===== src/rtl/quad_filter_decoder_pkg.sv =====
// Shared types and constants for the quadrature filter/decoder.
// Holds the FSM state enum, direction encoding and the CW Gray sequence.
package quad_pkg;

  typedef enum logic {ST_INIT, ST_TRACK} state_e;

  localparam logic DIR_CW  = 1'b0;
  localparam logic DIR_CCW = 1'b1;

  // {A,B} clockwise sequence: 00 -> 01 -> 11 -> 10 -> 00
  localparam logic [1:0] GRAY_0 = 2'b00;
  localparam logic [1:0] GRAY_1 = 2'b01;
  localparam logic [1:0] GRAY_2 = 2'b11;
  localparam logic [1:0] GRAY_3 = 2'b10;

  function automatic logic [1:0] cw_next(input logic [1:0] ab);
    case (ab)
      GRAY_0:  cw_next = GRAY_1;
      GRAY_1:  cw_next = GRAY_2;
      GRAY_2:  cw_next = GRAY_3;
      default: cw_next = GRAY_0;
    endcase
  endfunction

endpackage


===== src/rtl/quad_glitch_filter.sv =====
// Single-channel stability filter: output follows the synchronised input only
// after FILTER_CYCLES consecutive differing samples; load forces an immediate copy.
module quad_glitch_filter #(
  parameter int FILTER_CYCLES = 16,
  parameter int FILTER_W      = 8
) (
  input  logic clock,
  input  logic reset_n,
  input  logic sync_in,
  input  logic load,
  output logic filt
);

  logic [FILTER_W-1:0] cnt;

  always_ff @(posedge clock or negedge reset_n) begin
    if (!reset_n) begin
      cnt  <= '0;
      filt <= 1'b0;
    end else if (load) begin
      cnt  <= '0;
      filt <= sync_in;
    end else if (sync_in != filt) begin
      if (cnt == FILTER_W'(FILTER_CYCLES - 1)) begin
        cnt  <= '0;
        filt <= sync_in;
      end else begin
        cnt <= cnt + FILTER_W'(1);
      end
    end else begin
      // any return to the filtered level restarts the count
      cnt <= '0;
    end
  end

endmodule


===== src/rtl/quad_filter_decoder.sv =====
// Synchronise, glitch-filter and Gray-decode rotary encoder contacts into turned/direction strobes.
// Optional QUAD_ERR_COUNT_EN adds a saturating illegal-transition counter on err_count.
module quad_filter_decoder
  import quad_pkg::*;
#(
  parameter int FILTER_CYCLES = 16,
  parameter int FILTER_W      = 8
`ifdef QUAD_ERR_COUNT_EN
  , parameter int ERR_W       = 8
`endif
) (
  input  logic clock,
  input  logic reset_n,
  input  logic rotary_a,
  input  logic rotary_b,
  output logic turned,
  output logic direction,
  output logic err
`ifdef QUAD_ERR_COUNT_EN
  , output logic [ERR_W-1:0] err_count
`endif
);

  logic [1:0] meta_q, sync_q, sync_prev_q;
  logic [1:0] cur_ab, prev_ab, prev_ab_d;
  logic [FILTER_W-1:0] settle_q, settle_d;
  state_e state_q, state_d;
  logic load, turned_d, dir_d, err_d;

  // 2-flop synchroniser per channel, bit 1 = A, bit 0 = B
  always_ff @(posedge clock or negedge reset_n) begin
    if (!reset_n) begin
      meta_q      <= '0;
      sync_q      <= '0;
      sync_prev_q <= '0;
    end else begin
      meta_q      <= {rotary_a, rotary_b};
      sync_q      <= meta_q;
      sync_prev_q <= sync_q;
    end
  end

  quad_glitch_filter #(.FILTER_CYCLES(FILTER_CYCLES), .FILTER_W(FILTER_W)) u_filt_a (
    .clock(clock), .reset_n(reset_n), .sync_in(sync_q[1]), .load(load), .filt(cur_ab[1])
  );
  quad_glitch_filter #(.FILTER_CYCLES(FILTER_CYCLES), .FILTER_W(FILTER_W)) u_filt_b (
    .clock(clock), .reset_n(reset_n), .sync_in(sync_q[0]), .load(load), .filt(cur_ab[0])
  );

  always_ff @(posedge clock or negedge reset_n) begin
    if (!reset_n) begin
      state_q   <= ST_INIT;
      settle_q  <= '0;
      prev_ab   <= '0;
      turned    <= 1'b0;
      direction <= DIR_CW;
      err       <= 1'b0;
    end else begin
      state_q   <= state_d;
      settle_q  <= settle_d;
      prev_ab   <= prev_ab_d;
      turned    <= turned_d;
      direction <= dir_d;
      err       <= err_d;
    end
  end

  always_comb begin
    state_d   = state_q;
    settle_d  = settle_q;
    prev_ab_d = prev_ab;
    load      = 1'b0;
    turned_d  = 1'b0;
    dir_d     = direction;
    err_d     = 1'b0;
    case (state_q)
      ST_INIT: begin
        // adopt the resting position silently once the contacts have settled
        if (sync_q == sync_prev_q) begin
          if (settle_q == FILTER_W'(FILTER_CYCLES - 1)) begin
            load      = 1'b1;
            prev_ab_d = sync_q;
            settle_d  = '0;
            state_d   = ST_TRACK;
          end else begin
            settle_d = settle_q + FILTER_W'(1);
          end
        end else begin
          settle_d = '0;
        end
      end
      default: begin
        prev_ab_d = cur_ab;
        if (cur_ab != prev_ab) begin
          if (cur_ab == cw_next(prev_ab)) begin
            turned_d = 1'b1;
            dir_d    = DIR_CW;
          end else if (prev_ab == cw_next(cur_ab)) begin
            turned_d = 1'b1;
            dir_d    = DIR_CCW;
          end else begin
            err_d = 1'b1;
          end
        end
      end
    endcase
  end

`ifdef QUAD_ERR_COUNT_EN
  always_ff @(posedge clock or negedge reset_n) begin
    if (!reset_n)
      err_count <= '0;
    else if (err_d && (err_count != {ERR_W{1'b1}}))
      err_count <= err_count + ERR_W'(1);
  end
`endif

endmodule


===== config.mk =====
export PLATFORM = sky130hd
export DESIGN_NAME = quad_filter_decoder
export DESIGN_NICKNAME = d
export VERILOG_FILES = /design/src/rtl/quad_filter_decoder_pkg.sv /design/src/rtl/quad_glitch_filter.sv /design/src/rtl/quad_filter_decoder.sv
export SDC_FILE = /design/constraint.sdc
export NUM_CORES = 1
export LEC_CHECK = 0
export BUFFER_PORTS_ARGS = -buffer_cell sky130_fd_sc_hd__buf_2
export CAP_MARGIN = 5
export CORE_AREA = 3 3 66 50
export DETAILED_ROUTE_END_ITERATION = 10
export DIE_AREA = 0 0 69 53
export MAX_ROUTING_LAYER = met4
export PLACE_DENSITY = 0.8
export SLEW_MARGIN = 20
export SYNTH_ARGS = -nofsm -noshare
export SYNTH_HDL_FRONTEND = slang
export SYNTH_SLANG_ARGS = --single-unit
export TNS_END_PERCENT = 10

===== constraint.sdc =====
create_clock -name clock -period 3.1 [get_ports clock]
set_input_delay 0.62 -clock clock [delete_from_list [all_inputs] [get_ports clock]]
set_output_delay 0.62 -clock clock [all_outputs]
set_load 0.02 [all_outputs]

## After elaboration in Yosys (flattened, before gate mapping)

Index checks and enable logic that the tools add are counted.

| word-level totals | value |
|---|---|
| register bits | 38 |
| input port bits | 4 |
| word-level logic and storage cells | 80 |

| cells by class | value |
|---|---|
| equal/unequal tests | 13 |
| add/subtract/negate cells | 3 |
| multiplexer cells | 38 |
| reduce and logical (&&, ||, !) cells | 13 |

Operators with widths:

| operator | number |
|---|---|
| $mux W8 | 8 |
| $add A8 B1 Y8 const B | 3 |
| $eq A8 B4 Y1 const B | 3 |
| $mux W1 | 20 |
| $mux W2 | 8 |
| $reduce_bool A2 Y1 | 7 |
| $pmux W2 S3 | 2 |
| $eq A2 B2 Y1 | 3 |
| $reduce_and A2 Y1 | 3 |
| $eq A2 B1 Y1 const B | 2 |
| $eq A2 B2 Y1 const B | 2 |
| $logic_not A2 Y1 | 2 |
| $reduce_and A3 Y1 | 1 |
| $ne A1 B1 Y1 | 2 |
| $ne A2 B2 Y1 | 1 |

## Longest topological paths before layout

Gate-level depths: netlist (run 1).

| depth | value |
|---|---|
| word-level depth | 13 |
| mapped depth | 6 |
| depth with buffers taken out | 5 |

## Cells and area by module

A second synthesis (run 1) with hierarchy kept.

| second synthesis, totals | value |
|---|---|
| cells, all modules | 174 |
| area, all modules | 1851.8 um^2 |

By module, submodules not included:

| module | area each (um^2) | instances | sequential area each (um^2) | cells an instance |
|---|---|---|---|---|
| quad_filter_decoder | 958.4 | 1 | 500.5 | 86 |
| quad_glitch_filter | 446.7 | 2 | 225.2 | 44 |

## Worst setup path after synthesis (run 1)

No wires, ideal clock.

| timing path | value |
|---|---|
| kind | register to register |
| start point | register settle_q[0] |
| end point | register u_filt_a.filt |
| setup slack | 1527 ps |
| clock period less this slack | 1573 ps |
| arrival time | 1446 ps |
| data required time | 2973 ps |
| cell stages (with the launch flop) | 7 |
| path through | dfrtp_1 > ha_1 > and4b_1 > nand4bb_1 > buf_4 > nand2_1 > mux2_1 |

| on the way | value |
|---|---|
| longest elaborated chain between the ends | 6 |

Ends and longest elaborated chain:

| element | line | text |
|---|---|---|
| start: declaration | quad_filter_decoder.sv:26 | `logic [FILTER_W-1:0] settle_q, settle_d;` |
| start signal: assignment | quad_filter_decoder.sv:60 | `settle_q <= settle_d;` |
| $eq A8 B4 Y1 (*) | quad_filter_decoder.sv:80 | `if (settle_q == FILTER_W'(FILTER_CYCLES - 1)) begin` |
| $mux W1 (*) | quad_filter_decoder.sv:80 |  |
| $mux W1 (*) | quad_filter_decoder.sv:79 | `if (sync_q == sync_prev_q) begin` |
| $mux W1 (*) | quad_filter_decoder.sv:76 | `case (state_q)` |
| $reduce_bool A2 Y1 (no line) | - |  |
| $reduce_and A2 Y1 (no line) | - |  |
| end signal: assignment | quad_glitch_filter.sv:22 | `filt <= sync_in;` |
| end signal: assignment | quad_glitch_filter.sv:26 | `filt <= sync_in;` |
| end: declaration | quad_glitch_filter.sv:11 | `output logic filt` |

Every way passes the cells marked *; elsewhere a longest branch is shown, timed or not.
A chain may end at the register's enable or synchronous reset.

## Final worst setup path (run 1)

Same ends and word-level chain as after synthesis.

==> flow_summary.ini, run 1 <==
[synth]
netlist_area_sq_um = 1700
yosysTopAreaCell = dfrtp_1
synth-seq-cells = 38
synth_ff_type = dfrtp_1
synth_cell_types = 26
synthCells = 156
ys_seq_area_share_pct = 55.9
yosys_warnings = 0
synthArstFlopShare_pct = 100
synth-edff-count = 0
syn_nets = 163
synthTopCellsByArea = dfrtp_1, xor2_1, xnor2_1
syn_area_per_cell_sq_um = 10.9
yosysTopAreaCellShare_pct = 55.9

[status]
status = complete, no violations

[place]
placed_area_sq_um = 1760
post-place-cells = 196
routabilityCongestion = 0.827
numPortBuffers = 6
hpwl_microns = 1990

[grt]
grt_pass1_vias = 1138
grt_max_degree = 39
antenna_found_initial = 0
grt.total_usage_pct = 18.4
grt_first_pass_wirelength_microns = 5000
grt_overflow = 0

[floorplanning]
die_w_microns = 69
core_sq_um = 2720
start_util_pct = 62.5
die_h_microns = 53
row_count = 16
ioPinCount = 7
die_area_sq_um = 3660

[clock_network]
htreeDepth = 2
cts_buffers = 5
clockBufferDepth = 2
clkLatencyLatePin_ns = 0.28
tritoncts = done
root_buffer = clkbuf_8
clock_sinks = 38
holdBufCountCts = 0
cts_setup_buffers = 0
clkTransAtPathRegs_ns = 0.07
ctsResizeCount = 0

[worst_setup_path]
startpoint_type = register
cp_slowest_cell = dfrtp_1
crit_buf_inv = 0
worstPathArrival_ns = 2.06
crit_fanout = 8
crit_type = reg2reg
worstPathRequired_ns = 3.26
crit_family = simple AND/OR/NAND/NOR gates
cpPeakStageDelay_ns = 0.41
critPathCaptureType = register
path_cells = ha_1 -> and4b_1 -> nand4bb_1 -> nand2_1 -> mux2_1

[flow_run]
maxCapViolCount = 0

[detailed_routing]
routed_via_density = 5.57
dr.first_iter.drc_count = 84
drcViolationCount = 0
post_drt_wl_per_cell_microns = 13.8
drtAntennaViolNets = 0
drt-total-wl_microns = 2810
num_vias = 1130
drt-pass1-iter-count = 4

[final_layout]
final_cells = 203
drive_above_1_share_pct = 8.98
final_cell_mix = dfrtp_1, nor2_1, xor2_1, nand2_1, xnor2_1
nNetsFinal = 174
diodes = 0
layout_commonest_cell = dfrtp_1
final_cell_area_sq_um = 1840
syn2layout_area_growth_pct = 8.24
final_util_pct = 67.6

[timing]
setup_tns_ns = 0
fin_crit_ns = 1.90
worstMarginPinSlew_ns = 0.809
rsz0062_at_grt = no
finClkSkew_ns = 0.00407
setup_viol = 0
slew_headroom_pct = 46.0
drv_slew = 0
max_freq_mhz = 527
finalCritPeriodShare_pct = 61.2
hold_violations = 0

[pwr]
total_leakage_power_nw = 0.889
powerDensity_nw_per_um2 = 487
vdd_drop_max_mv = 0.355

[min_path]
min_path_type = reg2reg
per-layer routing:
metal,GRT usage (%),up-vias,part of all wire (%)
met5,-,-,0
met4,8.44,0,1.1
met3,5.50,4,4.2
met2,26.7,20,45
met1,24.0,559,50
li1,-,547,-
registers in the layout (all words and copies together), names as in the netlist, 2 cells and up:
| name | cells |
|---|---|
| u_filt_a.cnt | 8 |
| prev_ab | 2 |
| settle_q | 8 |
| meta_q | 2 |
| sync_prev_q | 2 |
| u_filt_b.cnt | 8 |
| sync_q | 2 |
worst paths after layout:
check	slack (ns)	start	cells past startpoint	to
worst max-delay path	1.20	settle_q[0]	5	u_filt_a.filt
worst min-delay path	0.35	meta_q[1]	0	sync_q[1]
worst max register to register	1.20	settle_q[0]	5	u_filt_a.filt
worst min register to register	0.35	meta_q[1]	0	sync_q[1]
max in group asynchronous	2.16	reset_n	1	u_filt_a.cnt[7]
min in group asynchronous	0.43	reset_n	1	state_q
power by group:
group	switching [mW]	internal, mW	leakage, nW
combinational	0.0378	0.0225	0.339
clock	0.153	0.155	0.0383
sequential	0.0154	0.513	0.511
total	0.206	0.690	0.889
kinds of logic (layout without fill, tap and decap cells):
group	Yosys count	after routing	share of synthesized area, %
buf+inv	3	14	0.883
mux	4	4	2.50
compound gates	9	9	2.80
simple gates	73	73	22.3
fa+ha+maj	3	3	2.21
xor+xnor	26	26	13.4
flops	38	38	55.9
stage by stage:
| step | hold slack [ns] | setup WS (ns) | total power, mW |
|---|---|---|---|
| 2_1_floorplan | 0.324 | 1.53 | 0.572 |
| 3_3_place_gp | 0.332 | 1.39 | 0.595 |
| 3_5_place_dp | 0.337 | 1.26 | 0.599 |
| 4_1_cts | 0.352 | 1.24 | 0.910 |
| 5_1_grt | 0.370 | 1.05 | 0.942 |
| 6_report | 0.350 | 1.20 | 0.896 |
cell type report:
type	instances	area, sq um
fillers	221	882
inverters	1	3.75
well taps	36	45.0
flip-flops and latches	38	951
clock buffers	7	76.3
multi-input cells	115	734
repair buffers	6	30.0
synth_stat cells, drive strengths merged (2+ instances only):
library cell and number:
mux2 2, or2 2, o21ai 5, xnor2 11, nand2 15, dfrtp 38
nor2 23, a21oi 3, nand3 10, and3 6, ha 3, nor3 3
nor4 3, mux2i 2, and2 3, xor2 15, nand4 4
Power figures use the tool's default switching activity.
==> inputs of run 2 (changes only) <==
--- a/config.mk
+++ b/config.mk
@@ -5,13 +5,14 @@
 export SDC_FILE = /design/constraint.sdc
 export NUM_CORES = 1
 export LEC_CHECK = 0
+export ABC_AREA = 1
 export BUFFER_PORTS_ARGS = -buffer_cell sky130_fd_sc_hd__buf_2
 export CAP_MARGIN = 5
-export CORE_AREA = 3 3 66 50
+export CORE_AREA = 3 3 72 54
 export DETAILED_ROUTE_END_ITERATION = 10
-export DIE_AREA = 0 0 69 53
+export DIE_AREA = 0 0 75 57
 export MAX_ROUTING_LAYER = met4
-export PLACE_DENSITY = 0.8
+export PLACE_DENSITY = 0.76
 export SLEW_MARGIN = 20
 export SYNTH_ARGS = -nofsm -noshare
 export SYNTH_HDL_FRONTEND = slang
==> constraint.sdc (replaced) <==
create_clock -name clock -period 1.85 [get_ports clock]
set_input_delay 0.37 -clock clock [delete_from_list [all_inputs] [get_ports clock]]
set_output_delay 0.37 -clock clock [all_outputs]
set_load 0.02 [all_outputs]
==> flow_summary.ini, run 2 <==
[grt]
antenna_found_initial = 0
grt_overflow = 0
grt_pass1_vias = 1364
grt.total_usage_pct = 17.8
grt_max_degree = 39
grt_first_pass_wirelength_microns = 5590

[place]
numPortBuffers = 6
dp_slack_ns = 0.354
routabilityCongestion = 0.819
hpwl_microns = 2290

[status]
status = complete, no violations

[timing]
finClkSkew_ns = 0.00274
hold_violations = 0
setup_tns_ns = 0
rsz0062_at_grt = no
setup_viol = 0
fin_crit_ns = 1.54
drv_slew = 0
max_freq_mhz = 651
finalCritPeriodShare_pct = 83.1
slew_headroom_pct = 60.7
worstMarginPinSlew_ns = 0.587
setup_slack_ns = 0.313

[synth]
synth-edff-count = 0
synth_ff_type = dfrtp_1
synth_cell_types = 23
synth-seq-cells = 38
synthCells = 235
yosys_warnings = 0
syn_nets = 242
synthArstFlopShare_pct = 100
netlist_area_sq_um = 1900
syn_area_per_cell_sq_um = 8.09
synthTopCellsByCount = nand2_1, dfrtp_1, nor2_1, inv_1, nand3_1
yosysTopAreaCellShare_pct = 50.0
yosysTopAreaCell = dfrtp_1
synthTopCellsByArea = dfrtp_1, nand2_1, nand3_1
ys_seq_area_share_pct = 50.0
synth.most_common_cell = nand2_1

[final_layout]
drive_above_1_share_pct = 8.10
syn2layout_area_growth_pct = 8.62
final_cell_mix = nand2_1, dfrtp_1, nor2_1
fill_cells = 271
final_util_pct = 65.2
layout_commonest_cell = nand2_1
diodes = 0
nNetsFinal = 253
top_regs = settle_q: 8 flops, u_filt_a.cnt: 8 flops, u_filt_b.cnt: 8 flops

[pwr]
switching_share_pct = 22.7
switchingPower_mw = 0.346
intPower_mw = 1.18
vdd_drop_max_mv = 0.507
p_total_mw = 1.52
p_clk_share_pct = 37.9
seqPwrFrac_pct = 57.0
powerDensity_nw_per_um2 = 737
comb_power_share_pct = 5.1
total_leakage_power_nw = 1.13

[clock_network]
ctsResizeCount = 0
holdBufCountCts = 0
cts_buffers = 5
clkTransAtPathRegs_ns = 0.07
clock_sinks = 38
cts_setup_buffers = 0
tritoncts = done
htreeDepth = 2
clkLatencyLatePin_ns = 0.28
clockBufferDepth = 2
root_buffer = clkbuf_8

[worst_setup_path]
crit_fanout = 12
r2r_slack_ns = 0.31
cpPeakStageDelay_ns = 0.40
r2r-start = settle_q[0]
path_cells = ha_1 -> nand3_1 -> nor2_1 -> nand3_4 -> clkinv_2 -> nor2_1
worstPathRequired_ns = 2.02
crit_top_cell = nor2_1
rr_worst_depth = 6
r2r_end = u_filt_a.cnt[5]
crit_type = reg2reg
cp_slowest_cell = dfrtp_1
worstPathArrival_ns = 1.71
critPathCaptureType = register
startpoint_type = register

[floorplanning]
die_h_microns = 57
die_area_sq_um = 4280
row_count = 17
die_w_microns = 75
ioPinCount = 7
start_util_pct = 60.0
core_sq_um = 3170

[detailed_routing]
num_vias = 1506
post_drt_wl_per_cell_microns = 11.1
highest_layer = met4
drtAntennaViolNets = 0
met3WireLength_microns = 192
dr.first_iter.drc_count = 76
drt-pass1-iter-count = 4
wl_met2_microns = 1350
drt-total-wl_microns = 3150
drcViolationCount = 0
wl_met1_microns = 1590
routed_via_density = 5.28

[min_path]
min_path_type = in2async

[flow_run]
maxCapViolCount = 0
==> run 2: cell count changes after synthesis, sizes merged, moves of 3 or more <==
cell / previous run / this run
nand2: 15 / 60
inv: 1 / 29
nand4: 4 / 11
nand3: 10 / 27
o21ai: 5 / 8
and3: 6 / 0
buf: 1 / 4
xor2: 15 / 10
nor2: 23 / 34
nor4: 3 / 0
xnor2: 11 / 2
and2: 3 / 0
==> run 2: worst max-delay path, delay by kind of cell (launching register included) <==
family | cells | cell delay, ns
simple gates | 4 | 0.61
flops | 1 | 0.40
fa+ha+maj | 1 | 0.22
buf+inv | 1 | 0.19
==> run 2: logic make-up after synthesis <==
kind of cell,share of synthesized area (%)
buffers and inverters,7.63
AND/OR/NAND/NOR,31.4
XOR/XNOR,5.53
AO/OA/AOI/OAI,3.49
adder cells (fa/ha/maj),1.97
flip-flops,50.0
==> run 2: worst max path at each step <==
stage | from | slack, ns | depth (start not counted) | end
final | settle_q[0] | 0.31 | 6 | u_filt_a.cnt[5]
after global routing | settle_q[0] | 0.22 | 6 | settle_q[7]
after CTS | settle_q[0] | 0.33 | 6 | u_filt_b.cnt[5]
after detailed placement | settle_q[0] | 0.35 | 6 | u_filt_a.cnt[5]
after global placement | settle_q[0] | 0.38 | 6 | settle_q[7]
after floorplan | settle_q[0] | 0.46 | 7 | u_filt_a.cnt[3]
==> run 2: power groups by stage <==
stage          combinational (mW)  clock (mW)  sequential, mW
2_1_floorplan              0.0471           0           0.880
3_3_place_gp               0.0768           0           0.883
3_5_place_dp               0.0802           0           0.883
4_1_cts                    0.0806       0.594           0.867
5_1_grt                    0.0924       0.637           0.869
6_report                   0.0781       0.577           0.868
==> run 2: area by class of cell <==
type	instances	area [sq um]	share of cell area, %
clock buffers	6	82.6	4.00
clock inverters	2	12.5	0.606
flip-flops and latches	38	951	46.0
inverters	30	114	5.51
repair buffers	9	52.6	2.54
well taps	38	47.5	2.30
multi-input cells	162	806	39.0
==> run 2: metal layers <==
layer  up-vias  track usage, %
li1        770               -
met4         0            7.36
met5         -               -
met1       695            23.9
met2        39            24.8
met3         2            5.63
==> run 2: through the flow <==
| stage | hold WS (ns) | instances | instance area [sq um] |
|---|---|---|---|
| after detailed placement | 0.341 | 277 | 1970 |
| after global placement | 0.333 | 277 | 1970 |
| final | 0.120 | 285 | 2070 |
| after CTS | 0.133 | 285 | 2070 |
| after floorplan | 0.0744 | 235 | 1900 |
| after global routing | 0.159 | 285 | 2070 |
==> inputs of run 3 (changes only) <==
--- a/config.mk
+++ b/config.mk
@@ -5,14 +5,14 @@
 export SDC_FILE = /design/constraint.sdc
 export NUM_CORES = 1
 export LEC_CHECK = 0
-export ABC_AREA = 1
+export ABC_AREA = 0
 export BUFFER_PORTS_ARGS = -buffer_cell sky130_fd_sc_hd__buf_2
 export CAP_MARGIN = 5
-export CORE_AREA = 3 3 72 54
+export CORE_AREA = 3 3 72 53
 export DETAILED_ROUTE_END_ITERATION = 10
-export DIE_AREA = 0 0 75 57
+export DIE_AREA = 0 0 75 56
 export MAX_ROUTING_LAYER = met4
-export PLACE_DENSITY = 0.76
+export PLACE_DENSITY = 0.73
 export SLEW_MARGIN = 20
 export SYNTH_ARGS = -nofsm -noshare
 export SYNTH_HDL_FRONTEND = slang
==> constraint.sdc (replaced) <==
create_clock -name clock -period 1.3 [get_ports clock]
set_input_delay 0.26 -clock clock [delete_from_list [all_inputs] [get_ports clock]]
set_output_delay 0.26 -clock clock [all_outputs]
set_load 0.02 [all_outputs]
==> flow_summary.ini, run 3 (synthesis gave the netlist of run 1 again) <==
[detailed_routing]
post_drt_wl_per_cell_microns = 15.4
drtAntennaViolNets = 0
dr.first_iter.drc_count = 114
drt-pass1-iter-count = 4
routed_via_density = 5.29
num_vias = 1306
drt-total-wl_microns = 3800
drcViolationCount = 0

[timing]
drv_slew = 0
setup_viol = 27
worstMarginPinSlew_ns = 0.427
finalCritPeriodShare_pct = 124
finClkSkew_ns = 0.0121
hold_violations = 0
fin_crit_ns = 1.62
setup_tns_ns = -6.16
rsz0062_at_grt = yes
slew_headroom_pct = 71.5
max_freq_mhz = 619
setup_slack_ns = -0.316

[final_layout]
layout_commonest_cell = dfrtp_1
nNetsFinal = 215
final_cell_mix = dfrtp_1, buf_4, nor2_1
drive_above_1_share_pct = 34.9
top_regs = settle_q: 8 flops, u_filt_a.cnt: 8 flops, u_filt_b.cnt: 8 flops
final_cell_area_sq_um = 2310
syn2layout_area_growth_pct = 35.8
final_cells = 247
diodes = 0
fill_cells = 207

[floorplanning]
core_sq_um = 3170
start_util_pct = 53.7
row_count = 17
ioPinCount = 7
die_w_microns = 75
die_area_sq_um = 4200
die_h_microns = 56

[clock_network]
htreeDepth = 2
clkLatencyLatePin_ns = 0.30
tritoncts = done
cts_buffers = 5
clkTransAtPathRegs_ns = 0.08
root_buffer = clkbuf_8
clock_sinks = 38
clockBufferDepth = 2

[place]
numPortBuffers = 6
post-place-cells = 233
routabilityCongestion = 0.793
placed_area_sq_um = 2060
dp_slack_ns = -0.350
hpwl_microns = 2550

[pwr]
p_total_mw = 2.37
total_leakage_power_nw = 1.13
powerDensity_nw_per_um2 = 1020
vdd_drop_max_mv = 0.830

[flow_run]
maxCapViolCount = 0

[worst_setup_path]
crit_fanout = 4
crit_type = reg2reg
worstPathArrival_ns = 1.80
worstPathRequired_ns = 1.48
startpoint_type = register
critPathCaptureType = register

[grt]
grt_max_degree = 22
grt_overflow = 0
antenna_found_initial = 0
grt_first_pass_wirelength_microns = 6070
grt.total_usage_pct = 20.0
grt_pass1_vias = 1293

[status]
violations = negative setup slack
status = finished with violations

[min_path]
min_path_type = in2reg
## run 3: changes by cell type in the layout (fill, tap and decap cells not counted), moves of 8 or more
| cell | before | now |
|---|---|---|
| nor2_1 | 33 | 22 |
| inv_1 | 29 | 1 |
| buf_4 | 3 | 36 |
| xnor2_1 | 2 | 10 |
| nand2_1 | 60 | 13 |
| nand3_1 | 26 | 8 |
## run 3: power by group
group	total [mW]	internal, mW	switching (mW)
combinational	0.253	0.119	0.134
clock	0.860	0.426	0.434
sequential	1.25	1.22	0.0295
## run 3: worst paths after layout
check	endpoint	slack, ns	depth (start not counted)	startpoint
worst max register to register	u_filt_a.filt	-0.32	5	settle_q[5]
worst max-delay path	u_filt_a.filt	-0.32	5	settle_q[5]
max in group asynchronous	sync_prev_q[1]	0.41	3	reset_n
worst min-delay path	meta_q[1]	0.07	1	rotary_a
worst min register to register	sync_q[1]	0.35	0	meta_q[1]
min in group asynchronous	settle_q[6]	0.42	2	reset_n
## run 3: critical path, cell delays in order (launching register included)
cell and delay (ns):
dfrtp_1 0.43, nor4_4 0.34, buf_4 0.18, nand4bb_4 0.14, nand2_2 0.11, mux2_4 0.29
## run 3: per-layer routing
metal / track usage [%] / vias up / part of all wire, %
li1: - / 630 / -
met4: 8.38 / 0 / 1.9
met1: 27.6 / 648 / 47
met3: 5.05 / 10 / 3.1
met5: - / - / 0
met2: 27.8 / 18 / 48
## run 3: metrics by stage
| step | hold slack, ns | util (%) |
|---|---|---|
| CTS | 0.0605 | 70.8 |
| floorplan | -0.0356 | - |
| detailed placement | 0.224 | 64.9 |
| global placement | 0.214 | 64.9 |
| finish | 0.0680 | 72.9 |
| global route | 0.0577 | 72.9 |
## run 3: final cells by class
class	count	area, sq um	area share [%]
clock buffers	6	82.6	3.58
clock inverters	2	12.5	0.542
inverters	1	3.75	0.163
multi-input cells	115	848	36.7
flip-flops and latches	38	951	41.2
well taps	38	47.5	2.06
repair buffers	47	364	15.8
## run 3: timing repair
action | in CTS | in global routing
setup endpoints to repair | 29 | 29
pin swaps | 10 | 10
gates cloned | 0 | 0
hold buffers | 1 | 0
resized for setup | 11 | 10
endpoints found under the hold margin | 17 | 0
buffers inserted | 3 | 2
